==> config.mk <==
export PLATFORM = sky130hd
export DESIGN_NAME = mem_access_arbiter
export DESIGN_NICKNAME = d
export VERILOG_FILES = /design/src/rtl/mem_access_arbiter.sv
export SDC_FILE = /design/constraint.sdc
export NUM_CORES = 1
export LEC_CHECK = 0
export ABC_CLOCK_PERIOD_IN_PS = 4900
export CAP_MARGIN = 30
export CELL_PAD_IN_SITES_DETAIL_PLACEMENT = 0
export CELL_PAD_IN_SITES_GLOBAL_PLACEMENT = 2
export CORE_ASPECT_RATIO = 0.6
export CORE_UTILIZATION = 27
export CTS_CLUSTER_DIAMETER = 50
export CTS_CLUSTER_SIZE = 40
export DETAILED_ROUTE_END_ITERATION = 8
export GPL_TIMING_DRIVEN = 0
export HOLD_SLACK_MARGIN = 0.06
export PLACE_DENSITY = 0.93
export SYNTH_ARGS = -nofsm -noshare
export SYNTH_HDL_FRONTEND = slang
export SYNTH_SLANG_ARGS = --single-unit
==> constraint.sdc <==
create_clock -name clk_i -period 4.9 [get_ports clk_i]
set_input_delay 0.98 -clock clk_i [delete_from_list [all_inputs] [get_ports clk_i]]
set_output_delay 0.98 -clock clk_i [all_outputs]
set_load 0.005 [all_outputs]
==> src/rtl/mem_access_arbiter.sv <==
// Single-port unified memory owner: arbitrates IF/LS requests, forms lanes and byte enables,
// waits for the memory ack with a timeout, and returns extended load data or fault flags.
module mem_access_arbiter #(
    parameter bit          LS_PRIORITY    = 1'b1,
    parameter int unsigned TIMEOUT_CYCLES = 255
) (
    input  logic        clk_i,
    input  logic        rst_ni,
    input  logic        if_req_i,
    input  logic [31:0] if_addr_i,
    output logic        if_gnt_o,
    output logic        if_rvalid_o,
    output logic [31:0] if_rdata_o,
    input  logic        ls_req_i,
    input  logic        ls_we_i,
    input  logic [31:0] ls_addr_i,
    input  logic [2:0]  ls_funct3_i,
    input  logic [31:0] ls_wdata_i,
    output logic        ls_gnt_o,
    output logic        ls_rvalid_o,
    output logic [31:0] ls_rdata_o,
    output logic        rsp_fault_o,
    output logic        timeout_err_o,
    output logic        mem_req_o,
    output logic        mem_we_o,
    output logic [31:0] mem_addr_o,
    output logic [3:0]  mem_be_o,
    output logic [31:0] mem_wdata_o,
    input  logic [31:0] mem_rdata_i,
    input  logic        mem_ack_i,
    output logic        busy_o
);

    typedef enum logic [1:0] {StIdle, StAccess, StResp} state_e;

    localparam logic [7:0] TimeoutLast = 8'(TIMEOUT_CYCLES - 1);

    state_e      state_q, state_d;
    logic        owner_q, owner_d;        // 1 = LS owns the current transaction
    logic        last_ls_q, last_ls_d;
    logic [31:0] addr_q, addr_d;
    logic        we_q, we_d;
    logic [2:0]  f3_q, f3_d;
    logic [31:0] wdata_q, wdata_d;
    logic [3:0]  be_q, be_d;
    logic        fault_q, fault_d;
    logic        tmo_q, tmo_d;
    logic [31:0] rdata_q, rdata_d;
    logic [7:0]  cnt_q, cnt_d;

    logic        pick_ls;
    logic        sel_we;
    logic [31:0] sel_addr;
    logic [31:0] sel_wd;
    logic [2:0]  sel_f3;
    logic [1:0]  sel_off;
    logic        sel_fault;
    logic [3:0]  sel_be;
    logic [31:0] sel_wrep;
    logic [31:0] rd_shift;
    logic [31:0] rd_ext;
    logic        in_acc;
    logic        in_resp;

    // Winner selection and request decode; IF is treated as an LW with no store data.
    always_comb begin
        if (ls_req_i && if_req_i) begin
            pick_ls = LS_PRIORITY ? 1'b1 : !last_ls_q;
        end else begin
            pick_ls = ls_req_i;
        end
        sel_addr = pick_ls ? ls_addr_i : if_addr_i;
        sel_we   = pick_ls & ls_we_i;
        sel_f3   = pick_ls ? ls_funct3_i : 3'b010;
        sel_wd   = pick_ls ? ls_wdata_i : 32'h0;
        sel_off  = sel_addr[1:0];

        sel_fault = 1'b0;
        sel_be    = 4'b0000;
        sel_wrep  = 32'h0;
        case (sel_f3[1:0])
            2'b00: begin
                sel_be   = 4'b0001 << sel_off;
                sel_wrep = {4{sel_wd[7:0]}};
            end
            2'b01: begin
                sel_fault = sel_off[0];
                sel_be    = 4'b0011 << sel_off;
                sel_wrep  = {2{sel_wd[15:0]}};
            end
            2'b10: begin
                sel_fault = (sel_off != 2'b00);
                sel_be    = 4'b1111;
                sel_wrep  = sel_wd;
            end
            default: sel_fault = 1'b1;
        endcase
        if (sel_f3[2] && (sel_f3[1] || sel_we)) begin
            sel_fault = 1'b1;
        end
    end

    // Right-justify the addressed lane(s), then sign/zero extend.
    always_comb begin
        rd_shift = mem_rdata_i >> {addr_q[1:0], 3'b000};
        case (f3_q[1:0])
            2'b00:   rd_ext = f3_q[2] ? {24'h0, rd_shift[7:0]}
                                      : {{24{rd_shift[7]}}, rd_shift[7:0]};
            2'b01:   rd_ext = f3_q[2] ? {16'h0, rd_shift[15:0]}
                                      : {{16{rd_shift[15]}}, rd_shift[15:0]};
            default: rd_ext = rd_shift;
        endcase
        if (we_q) begin
            rd_ext = 32'h0;
        end
    end

    always_comb begin
        state_d   = state_q;
        owner_d   = owner_q;
        last_ls_d = last_ls_q;
        addr_d    = addr_q;
        we_d      = we_q;
        f3_d      = f3_q;
        wdata_d   = wdata_q;
        be_d      = be_q;
        fault_d   = fault_q;
        tmo_d     = tmo_q;
        rdata_d   = rdata_q;
        cnt_d     = cnt_q;
        if_gnt_o  = 1'b0;
        ls_gnt_o  = 1'b0;
        unique case (state_q)
            StIdle: begin
                if (if_req_i || ls_req_i) begin
                    if_gnt_o  = !pick_ls;
                    ls_gnt_o  = pick_ls;
                    owner_d   = pick_ls;
                    last_ls_d = pick_ls;
                    addr_d    = sel_addr;
                    we_d      = sel_we;
                    f3_d      = sel_f3;
                    wdata_d   = sel_wrep;
                    be_d      = sel_be;
                    fault_d   = sel_fault;
                    tmo_d     = 1'b0;
                    rdata_d   = 32'h0;
                    cnt_d     = 8'h0;
                    state_d   = sel_fault ? StResp : StAccess;
                end
            end
            StAccess: begin
                // An ack in the expiry cycle takes precedence over the timeout.
                if (mem_ack_i) begin
                    rdata_d = rd_ext;
                    state_d = StResp;
                end else if (cnt_q == TimeoutLast) begin
                    tmo_d   = 1'b1;
                    rdata_d = 32'h0;
                    state_d = StResp;
                end else begin
                    cnt_d = cnt_q + 8'd1;
                end
            end
            StResp: state_d = StIdle;
            default: state_d = StIdle;
        endcase
    end

    always_ff @(posedge clk_i or negedge rst_ni) begin
        if (!rst_ni) begin
            state_q   <= StIdle;
            owner_q   <= 1'b0;
            last_ls_q <= 1'b1;
            addr_q    <= 32'h0;
            we_q      <= 1'b0;
            f3_q      <= 3'b000;
            wdata_q   <= 32'h0;
            be_q      <= 4'b0000;
            fault_q   <= 1'b0;
            tmo_q     <= 1'b0;
            rdata_q   <= 32'h0;
            cnt_q     <= 8'h0;
        end else begin
            state_q   <= state_d;
            owner_q   <= owner_d;
            last_ls_q <= last_ls_d;
            addr_q    <= addr_d;
            we_q      <= we_d;
            f3_q      <= f3_d;
            wdata_q   <= wdata_d;
            be_q      <= be_d;
            fault_q   <= fault_d;
            tmo_q     <= tmo_d;
            rdata_q   <= rdata_d;
            cnt_q     <= cnt_d;
        end
    end

    // Memory-side outputs decode straight from state so a reset drops them at once.
    always_comb begin
        in_acc        = (state_q == StAccess);
        in_resp       = (state_q == StResp);
        if_rvalid_o   = in_resp & !owner_q;
        ls_rvalid_o   = in_resp & owner_q;
        if_rdata_o    = if_rvalid_o ? rdata_q : 32'h0;
        ls_rdata_o    = ls_rvalid_o ? rdata_q : 32'h0;
        rsp_fault_o   = in_resp & fault_q;
        timeout_err_o = in_resp & tmo_q;
        mem_req_o     = in_acc;
        mem_we_o      = in_acc & we_q;
        mem_addr_o    = in_acc ? {addr_q[31:2], 2'b00} : 32'h0;
        mem_be_o      = in_acc ? be_q : 4'b0000;
        mem_wdata_o   = in_acc ? wdata_q : 32'h0;
        busy_o        = (state_q != StIdle);
    end

endmodule

-- Word level (Yosys, flattened, before mapping)
Cells that the tools add are included.
- reductions and logical operators: 17
- eq/ne operators: 11
- shift-type cells: 3
- add/subtract/negate cells: 1
- bitwise logic cells: 6
- multiplexer cells: 38
- operators by type and width (operator ; count):
    32-bit two-way mux ; 12
    32-bit one-hot mux with 2 select lines ; 2
    32-bit one-hot mux with 3 select lines ; 1
    32-bit by 5-bit >> shifter with 32-bit output ; 1
    8-bit two-way mux ; 3
    8-bit one-hot mux with 2 select lines ; 1
    4-bit one-hot mux with 3 select lines ; 1
    1-bit two-way mux ; 9
    8-bit by 1-bit adder with 8-bit output, second input constant ; 1
    8-bit equality test, second input constant ; 1
    2-bit two-way mux ; 4
    4-bit AND reduction ; 2
    1-bit AND ; 6
    2-bit by 1-bit equality test with 1-bit output, second input constant ; 3
    2-bit zero test ; 3
    2-bit inequality test, second input constant ; 3
    2-bit nonzero test ; 3
    2-bit equality test, second input constant ; 2
    4-bit two-way mux ; 1
    2-bit one-hot mux with 2 select lines ; 1
    2-bit AND reduction ; 2
    1-bit by 2-bit left shift with 4-bit output, first input constant ; 1
    2-bit by 2-bit left shift with 4-bit output, first input constant ; 1
    3-bit two-way mux ; 1
    other kinds (8) ; 11
- output and inout bits: 141
- input port bits: 137
- logic and storage cells: 87
- register bits: 117

-- Depth between registers and ports, before layout
- depth after elaboration: 9
- depth in mapped cells: 7
- gate-level depth less buffers: 6

-- Least setup slack after synthesis
Ideal clock, no wire load.
- path type: input to output
- from: input ls_req_i
- to: output if_gnt_o
- arrival time: 1628 ps
- cell stages on the path: 4
- path slack: 2292 ps
- data required time: 3920 ps
- buffers on the path: 3
- path through: buf_6 > buf_2 > buf_2 > nor2_1
- longest elaborated chain between the ends: 5
- elaborated cells on any way between the ends: 6
- classes of those cells: mux (3); reduce/logical (3)
- RTL lines (item ; RTL line ; source):
    start: declaration ; 14 ; input logic ls_req_i,
    1-bit logical AND ; 67 ; if (ls_req_i && if_req_i) begin
    1-bit two-way mux ; 67 ;
    1-bit zero test ; 136 ; if_gnt_o = !pick_ls;
    1-bit two-way mux (*) ; 135 ; if (if_req_i || ls_req_i) begin
    1-bit two-way mux (*) ; 133 ; unique case (state_q)
    end: declaration ; 11 ; output logic if_gnt_o,
Every way passes the cells marked *; elsewhere a longest branch is shown, timed or not.

-- Worst setup path in the final report
- from: register state_q[1]
- to: output mem_wdata_o[10]
- longest elaborated chain between the ends: 2
- RTL lines (item ; RTL line ; source):
    start: declaration ; 38 ; state_e state_q, state_d;
    start signal: assignment ; 172 ; state_q <= StIdle;
    start signal: assignment ; 185 ; state_q <= state_d;
    2-bit by 1-bit equality test with 1-bit output ; 202 ; in_acc = (state_q == StAccess);
    32-bit two-way mux ; 214 ; mem_wdata_o = in_acc ? wdata_q : 32'h0;
    end: declaration ; 28 ; output logic [31:0] mem_wdata_o,
No other way between the ends.

==> flow_summary.html <==
<table>
<tr><th>Metric</th><th>Value</th></tr>
<tr><th colspan="2">Timing</th></tr>
<tr><td>Max-slew violations</td><td>0</td></tr>
<tr><td>Final min period</td><td>4140 ps</td></tr>
<tr><td>Clock skew after layout</td><td>4.89 ps</td></tr>
<tr><td>Period Utilization, post-route</td><td>a little over four fifths</td></tr>
<tr><td>Worst Hold Margin</td><td>470 ps</td></tr>
<tr><td>Summed negative setup slack over all endpoints</td><td>0 ps</td></tr>
<tr><td>Worst Tran Pin Value</td><td>750 ps</td></tr>
<tr><td>Maximum clock frequency</td><td>241 MHz</td></tr>
<tr><td>Final setup violation count</td><td>0</td></tr>
<tr><td>RSZ-0062 raised after global routing</td><td>false</td></tr>
<tr><td>Count of final hold-check violations</td><td>0</td></tr>
<tr><td>Worst relative slew slack</td><td>50.0%</td></tr>
<tr><td>Final critical-path setup slack</td><td>756 ps</td></tr>
<tr><th colspan="2">Global routing</th></tr>
<tr><td>Global router's overall resource usage</td><td>20.8%</td></tr>
<tr><td>Wire length of the first global-routing pass</td><td>38800 µm</td></tr>
<tr><td>Maximum number of pins on one net before global-route repair</td><td>73</td></tr>
<tr><td>Number of antenna violations at the first check in global routing</td><td>1</td></tr>
<tr><td>Via count of the first global-routing pass</td><td>6313</td></tr>
<tr><td>Remaining global-route overflow</td><td>0</td></tr>
<tr><th colspan="2">Routing</th></tr>
<tr><td>Routed wirelength normalized by instance count</td><td>19.3 µm</td></tr>
<tr><td>DRC errors left</td><td>0</td></tr>
<tr><td>Count of vias placed by the detailed router</td><td>approximately 6600</td></tr>
<tr><td>Number of DRC markers in iteration 0</td><td>461</td></tr>
<tr><td>Final wirelength</td><td>26300 µm</td></tr>
<tr><td>Drt via density</td><td>4.89</td></tr>
<tr><td>Number of detailed-route iterations in the first pass</td><td>5</td></tr>
<tr><td>Post-DRT Antenna Nets</td><td>0</td></tr>
<tr><th colspan="2">Layout</th></tr>
<tr><td>Leading cell type in the layout, fill and taps excluded</td><td>sky130_fd_sc_hd__clkdlybuf4s50_1</td></tr>
<tr><td>Final design area excluding fillers</td><td>10500 µm²</td></tr>
<tr><td>Top library cells by usage in the layout, fill and taps aside</td><td>sky130_fd_sc_hd__clkdlybuf4s50_1 (274), sky130_fd_sc_hd__dfrtp_1 (117), sky130_fd_sc_hd__and2_1 (105), sky130_fd_sc_hd__nand2_1 (82), sky130_fd_sc_hd__o21ai_1 (59)</td></tr>
<tr><td>Synthesis-to-finish area growth</td><td>57.0%</td></tr>
<tr><td>Number of diodes added for antenna fixing</td><td>0</td></tr>
<tr><td>Number of fill cells in the layout</td><td>2390</td></tr>
<tr><td>Share of layout cells above drive strength 1</td><td>6.65%</td></tr>
<tr><td>Number of nets in the layout</td><td>1163</td></tr>
<tr><th colspan="2">Yosys</th></tr>
<tr><td>Count of flip-flops with a built-in enable after synthesis</td><td>0</td></tr>
<tr><td>Synthesized netlist cell count</td><td>728</td></tr>
<tr><td>Ys flop type</td><td>sky130_fd_sc_hd__dfrtp_1</td></tr>
<tr><td>Synth unique cells</td><td>60</td></tr>
<tr><td>Ys async rst share</td><td>100%</td></tr>
<tr><td>Post-synthesis instance area</td><td>6720 µm²</td></tr>
<tr><td>Synth warnings</td><td>0</td></tr>
<tr><td>Sequential-to-total area share from yosys stat</td><td>43.6%</td></tr>
<tr><td>Post-synthesis average cell area</td><td>9.23 µm²</td></tr>
<tr><td>Count of state elements after synthesis</td><td>117</td></tr>
<tr><th colspan="2">Power and ir drop</th></tr>
<tr><td>Internal Dissipation</td><td>slightly above 0.003 W</td></tr>
<tr><td>Power density over the cells</td><td>458 nW/µm²</td></tr>
<tr><td>VDD IR-drop max</td><td>~0.25 mV</td></tr>
<tr><td>Total Power</td><td>0.00483 W</td></tr>
<tr><td>Part of the power in registers</td><td>about a third</td></tr>
<tr><td>Combinational Power Share</td><td>39.7%</td></tr>
<tr><td>Portion of total power attributed to the clock network</td><td>between 20% and 30%</td></tr>
<tr><td>Net Sw Power</td><td>roughly 0.0018 W</td></tr>
<tr><td>Leakage</td><td>4.64 nW</td></tr>
<tr><td>Switching fraction of total power</td><td>36.4%</td></tr>
<tr><th colspan="2">Clocking</th></tr>
<tr><td>TritonCTS clock tree</td><td>done</td></tr>
<tr><td>Clock transition at path regs</td><td>roughly 60 ps</td></tr>
<tr><td>Resize count post-CTS</td><td>0</td></tr>
<tr><td>Buffer levels on the longest clock path</td><td>2</td></tr>
<tr><td>Clock tree root buffer cell</td><td>sky130_fd_sc_hd__clkbuf_16</td></tr>
<tr><td>Quantity of hold-fixing buffers added after cts</td><td>0</td></tr>
<tr><td>Insertion delay of the later-clocked pin in the worst-skew pair</td><td>420 ps</td></tr>
<tr><td>Number of buffers inserted during clock tree synthesis</td><td>17</td></tr>
<tr><td># clock sinks</td><td>117</td></tr>
<tr><td>Total setup buffers inserted after CTS</td><td>0</td></tr>
<tr><td>Deepest level of the CTS H-tree</td><td>4</td></tr>
<tr><th colspan="2">Worst setup path</th></tr>
<tr><td>Cell-by-cell trace of the critical path</td><td>buf_2, nor2b_1, clkbuf_1, clkbuf_1, and2_1, clkdlybuf4s50_1</td></tr>
<tr><td>Sort of element at the end of the critical path</td><td>primary output</td></tr>
<tr><td>Library cell contributing the largest single delay on the critical path</td><td>sky130_fd_sc_hd__nor2b_1</td></tr>
<tr><td>Critical path data arrival time</td><td>3160 ps</td></tr>
<tr><td>Cell repeated most along the worst path</td><td>sky130_fd_sc_hd__clkbuf_1</td></tr>
<tr><td>Critical path startpoint category</td><td>register</td></tr>
<tr><td>Crit Path Category</td><td>reg2out</td></tr>
<tr><td>Largest stage delay on the critical path</td><td>520 ps</td></tr>
<tr><td>Data required, critical path</td><td>3920 ps</td></tr>
<tr><td>R2r worst-path depth</td><td>5</td></tr>
<tr><td>Crit path max fanout</td><td>10</td></tr>
<tr><th colspan="2">Placement</th></tr>
<tr><td>DP Worst Slack</td><td>1030 ps</td></tr>
<tr><td>Gpl congestion</td><td>~0.9</td></tr>
<tr><td>Placed standard-cell area</td><td>9910 µm²</td></tr>
<tr><td># port buffers</td><td>275</td></tr>
<tr><td>Detailed placer's ending HPWL</td><td>20200 µm</td></tr>
<tr><th colspan="2">Flow run</th></tr>
<tr><td>Max Cap Viol</td><td>0</td></tr>
<tr><th colspan="2">Floorplanning</th></tr>
<tr><td>Number of primary I/O pins</td><td>278</td></tr>
<tr><td>Starting Density</td><td>27.7%</td></tr>
<tr><td>Die area</td><td>25500 µm²</td></tr>
<tr><td>Die Span X</td><td>206 µm</td></tr>
<tr><td>Chip Height</td><td>roughly 120 µm</td></tr>
<tr><td>Total core area</td><td>24300 µm²</td></tr>
<tr><td># rows</td><td>44</td></tr>
<tr><th colspan="2">Min path</th></tr>
<tr><td>Instance count along the most critical hold path</td><td>2</td></tr>
<tr><td>Worst hold-check path type</td><td>reg2reg</td></tr>
<tr><th colspan="2">Run status</th></tr>
<tr><td>Status</td><td>finished, final reports clean</td></tr>
</table>
[critical path, delay by kind of cell (launching register included)]
kind | cells | cell delay, ps
flip-flops | 1 | 380
AND/OR/NAND/NOR | 2 | 760
buffers and inverters | 4 | 1600
[sequential cells by signal, summed over array words and instances, names as in the netlist, 2 cells and up]
register and flops:
rdata_q 32, f3_q 3, state_q 2, be_q 4, wdata_q 32, addr_q 32, cnt_q 8
[path summary, 6_finish.rpt]
path	start	end	slack, ps
max	state_q[1]$_DFFE_PN0P_	mem_wdata_o[10]	760
max reg2reg	addr_q[0]$_DFFE_PN0P_	rdata_q[6]$_DFFE_PN0P_	2760
min	be_q[2]$_DFFE_PN0P_	be_q[2]$_DFFE_PN0P_	470
min reg2reg	be_q[2]$_DFFE_PN0P_	be_q[2]$_DFFE_PN0P_	470
min in group asynchronous	rst_ni	rdata_q[28]$_DFFE_PN0P_	500
max in group asynchronous	rst_ni	wdata_q[31]$_DFFE_PN0P_	3630
[routing by layer]
metal	track usage, %	wire length [µm]	share of wire, %	vias up
li1	-	-	-	3150
met1	32.1	13600	52	3229
met2	27.5	10400	40	251
met3	6.12	2050	7.8	18
met4	4.40	240	0.91	0
met5	0	0	0	-
[power by group through the flow]
stage	logic, W	clock network, W	registers [W]
after CTS	0.00193	0.00142	0.00153
after detailed placement	0.00193	0	0.00154
after global placement	0.00190	0	0.00153
after floorplan	0.00108	0	0.00147
final	0.00192	0.00138	0.00153
after global routing	0.00211	0.00146	0.00158
[layout make-up]
class,count,area (µm²),area share [%]
buffer,62,292,2.76
clock buffer,23,468,4.44
clock inverter,9,174,1.65
inverter,3,11.3,0.107
multi-input combinational,547,3490,33.1
sequential,117,2930,27.8
tap,322,403,3.82
timing repair buffer,276,2780,26.4
[cell families (layout without fill, tap and decap cells)]
kind of cell	after synthesis	in the layout	synth area share [%]
other	1	2	0.0558
xor gates and xnor gates	1	1	0.130
DFF	117	117	43.6
and+or+nand+nor	302	302	24.7
buffers and inverters	65	373	4.51
AOI/OAI and AO/OA	180	180	17.4
muxes	60	60	9.18
adders and majority gates	2	2	0.372
[stage by stage]
stage | util [%] | cells
after global routing | 43.4 | 1359
after global placement | 40.7 | 1326
final | 43.4 | 1359
after floorplan | - | 729
after CTS | 43.4 | 1359
after detailed placement | 40.8 | 1327
[Yosys cell counts, drive strengths merged (2+ instances only)]
cell | count | area share, %
nand2 | 82 | 4.6
buf | 30 | 2.6
ha | 2 | 0.37
nand4 | 2 | 0.28
nand3 | 3 | 0.22
nor2b | 11 | 1.0
o2bb2ai | 8 | 1.0
inv | 3 | 0.17
a221o | 8 | 1.2
or3 | 5 | 0.47
clkbuf | 32 | 1.8
o2111ai | 2 | 0.26
nand2b | 4 | 0.37
a22o | 12 | 1.6
nor2 | 35 | 2.1
nor3 | 2 | 0.15
a21oi | 39 | 2.9
a211o | 15 | 2.0
or2 | 2 | 0.19
and2 | 105 | 9.8
a32o | 7 | 1.0
a22oi | 2 | 0.22
nand3b | 11 | 1.5
o211ai | 5 | 0.56
o21ai | 73 | 5.5
mux2i | 59 | 8.8
and3 | 32 | 3.0
dfrtp | 117 | 44
No activity file was read; power rests on OpenSTA's default activity.
==> RTL change (same flow settings) <==
Reset style: synchronous (`rst_ni`), changed in one clocked block.
--- a/src/rtl/mem_access_arbiter.sv
+++ b/src/rtl/mem_access_arbiter.sv
@@ -167,7 +167,7 @@
         endcase
     end
 
-    always_ff @(posedge clk_i or negedge rst_ni) begin
+    always_ff @(posedge clk_i) begin
         if (!rst_ni) begin
             state_q   <= StIdle;
             owner_q   <= 1'b0;
Behaviour: differs if rst_ni is asserted again (counterexample within 4 cycles, from zero or initial values and one cycle with rst_ni low); with rst_ni held inactive, the same outputs for 4 cycles.
==> RTL change against the unedited design <==
Worst setup slack worse by 0.047 ns; critical path type unchanged; synthesized cell count is 5.6% lower; area after synthesis is 7.5% lower; fmax decreased by 1.1%; non-clock buffer count decreased by 2; wire length shrank 8.1%; sequential cell count did not move; cell area is 4.9% lower; sequential share of layout area shrank 4.4 points; first-iteration DRC count is 31% lower; global-route usage down 0.30 points.
Power is not compared: it rests on default switching activity, and its combinational part moved more than twofold at a synthesized area within 25%.
==> RTL change: results (changes against the unedited design) <==
[worst_setup_path]
cp_data_arrival_time_ns = 3.21  ; +0.05 ns
path_delay_family = buffers and inverters
max_stage_delay_ns = 0.65  ; +0.13 ns
worst_path_max_delay_cell = clkbuf_1
critPathMaxFanout = 11  ; +1

[final_layout]
top_regs = addr_q x32, rdata_q x32, wdata_q x32
fill_cells = 2207  ; -7.7%
final-seq-area_mm2 = 0.002342  ; -20%
drive_gt1_frac = 0.08333  ; +0.01680
finalNetCount = 1122  ; -3.5%

[route]
ant_nets = 0  ; unchanged
wl_per_cell_um = 18.50  ; -4.3%
dr.pass1.iters = 5  ; unchanged
drt-initial-drc-count = 318  ; -31%
vias_per_cell = 4.817  ; -1.5%

[sta]
slew_headroom = 0.3647  ; -0.1353
finClkSkew_ns = 0.008388  ; +0.003496 ns

[place]
dp_slack_ns = 0.8032  ; -0.2223 ns
hpwl_mm = 18.52  ; -8.3%
place_congestion = 0.8420  ; -4.5%
placed_cell_area_mm2 = 0.009361  ; -5.5%
portBuffers = 275  ; unchanged

[clock_network]
cts_buffers = 17  ; unchanged
clock_latency_ns = 0.42  ; about the same
clk_pin_slew_worst_paths_ns = 0.06  ; about the same
cts_buffer_depth = 2  ; unchanged
cts_setup_buffers = 0  ; unchanged
root_buffer = clkbuf_16
htree_levels = 4  ; unchanged
ctsResizeCount = 0  ; unchanged

[logic_synthesis]
synthTopCellsByCount = dfxtp_1 (117), and2_1 (104), nand2_1 (54)
ys_async_sr_fraction = 0  ; -1.000
synth_area_leaders = dfxtp_1 (38%), and2_1 (10%), mux2i_1 (7.6%)
synth.yosys.seq_area_share = 0.3770  ; -0.05880
ys_types = 53  ; -12%
ys_warn_count = 0  ; unchanged

[global_routing]
grt_pass1_wl_mm = 36.14  ; -6.9%
use_met2 = 0.2980  ; +0.02293
grt_pass1_vias = 6146  ; -2.6%
use_met1 = 0.2812  ; -0.03997
grtUsageMet3 = 0.08010  ; +0.01888
antenna_found_initial = 0  ; -1
grt_usage = 0.2046  ; -0.002963
grt_max_degree = 17  ; -77%

[power]
peakVddDrop_v = 0.0002409
p_leak_nw = 4.157
power.switching_w = 0.0007903

[run_status]
run_status = complete, no violations

[hold_path]
hold_class = reg2reg

[RTL change: cell count changes after synthesis, moves of 23 or more]
| cell | unedited run | this run |
|---|---|---|
| o2bb2ai_1 | 8 | 31 |
| dfxtp_1 | 0 | 117 |
| nand2_1 | 82 | 54 |
| o21ai_1 | 59 | 1 |
| o211a_1 | 0 | 32 |
| dfrtp_1 | 117 | 0 |
[RTL change: power by group through the flow]
stage / Sequential (W) / Combinational [W] / Clock, W
after floorplan: 0.00105 / 0.000274 / 0
after global placement: 0.00107 / 0.000522 / 0
after detailed placement: 0.00107 / 0.000526 / 0
after CTS: 0.00105 / 0.000529 / 0.00147
after global routing: 0.00106 / 0.000574 / 0.00151
final: 0.00105 / 0.000525 / 0.00145
[RTL change: layout make-up]
type | count | share of cell area
buffer | 60 | 0.02531
sequential | 117 | 0.2334
multi-input combinational | 508 | 0.3596
timing repair buffer | 276 | 0.2751
clock buffer | 19 | 0.04414
antenna | 1 | 0.0002494
inverter | 3 | 0.001122
tap | 308 | 0.03840
clock inverter | 13 | 0.02269
[RTL change: cell families after synthesis]
kind of cell               count (synthesis)  synth area share
and+or+nand+nor                          269            0.2399
AOI/OAI and AO/OA                        168            0.2232
DFF                                      117            0.3770
muxes                                     64            0.1084
buffers and inverters                     63           0.04270
xor gates and xnor gates                   3          0.004230
adders and majority gates                  2          0.004028
other                                      1         0.0006037
[RTL change: through the flow]
step | hold WS, ns | power [W] | std cells
final | 0.4544 | 0.003022 | 1305
after global routing | 0.4685 | 0.003144 | 1304
after floorplan | 0.4242 | 0.001329 | 688
after global placement | 0.4379 | 0.001588 | 1271
after CTS | 0.4565 | 0.003050 | 1304
after detailed placement | 0.4401 | 0.001594 | 1272
[RTL change: per-layer routing]
layer,vias to the layer above,wire length [um]
li1,3082,-
met1,2940,11500
met2,249,10030
met3,15,2394
met4,0,213
met5,-,0
[RTL change: final timing paths]
kind,start,to,slack [ns],cells past startpoint
worst max-delay path,state_q[0]$_SDFFE_PN0P_,mem_wdata_o[2],0.71,6
worst min-delay path,wdata_q[13]$_SDFFE_PN0P_,wdata_q[13]$_SDFFE_PN0P_,0.45,1
worst max register to register,cnt_q[0]$_SDFFE_PN0P_,rdata_q[20]$_SDFFE_PN0P_,2.67,7
worst min register to register,wdata_q[13]$_SDFFE_PN0P_,wdata_q[13]$_SDFFE_PN0P_,0.45,1
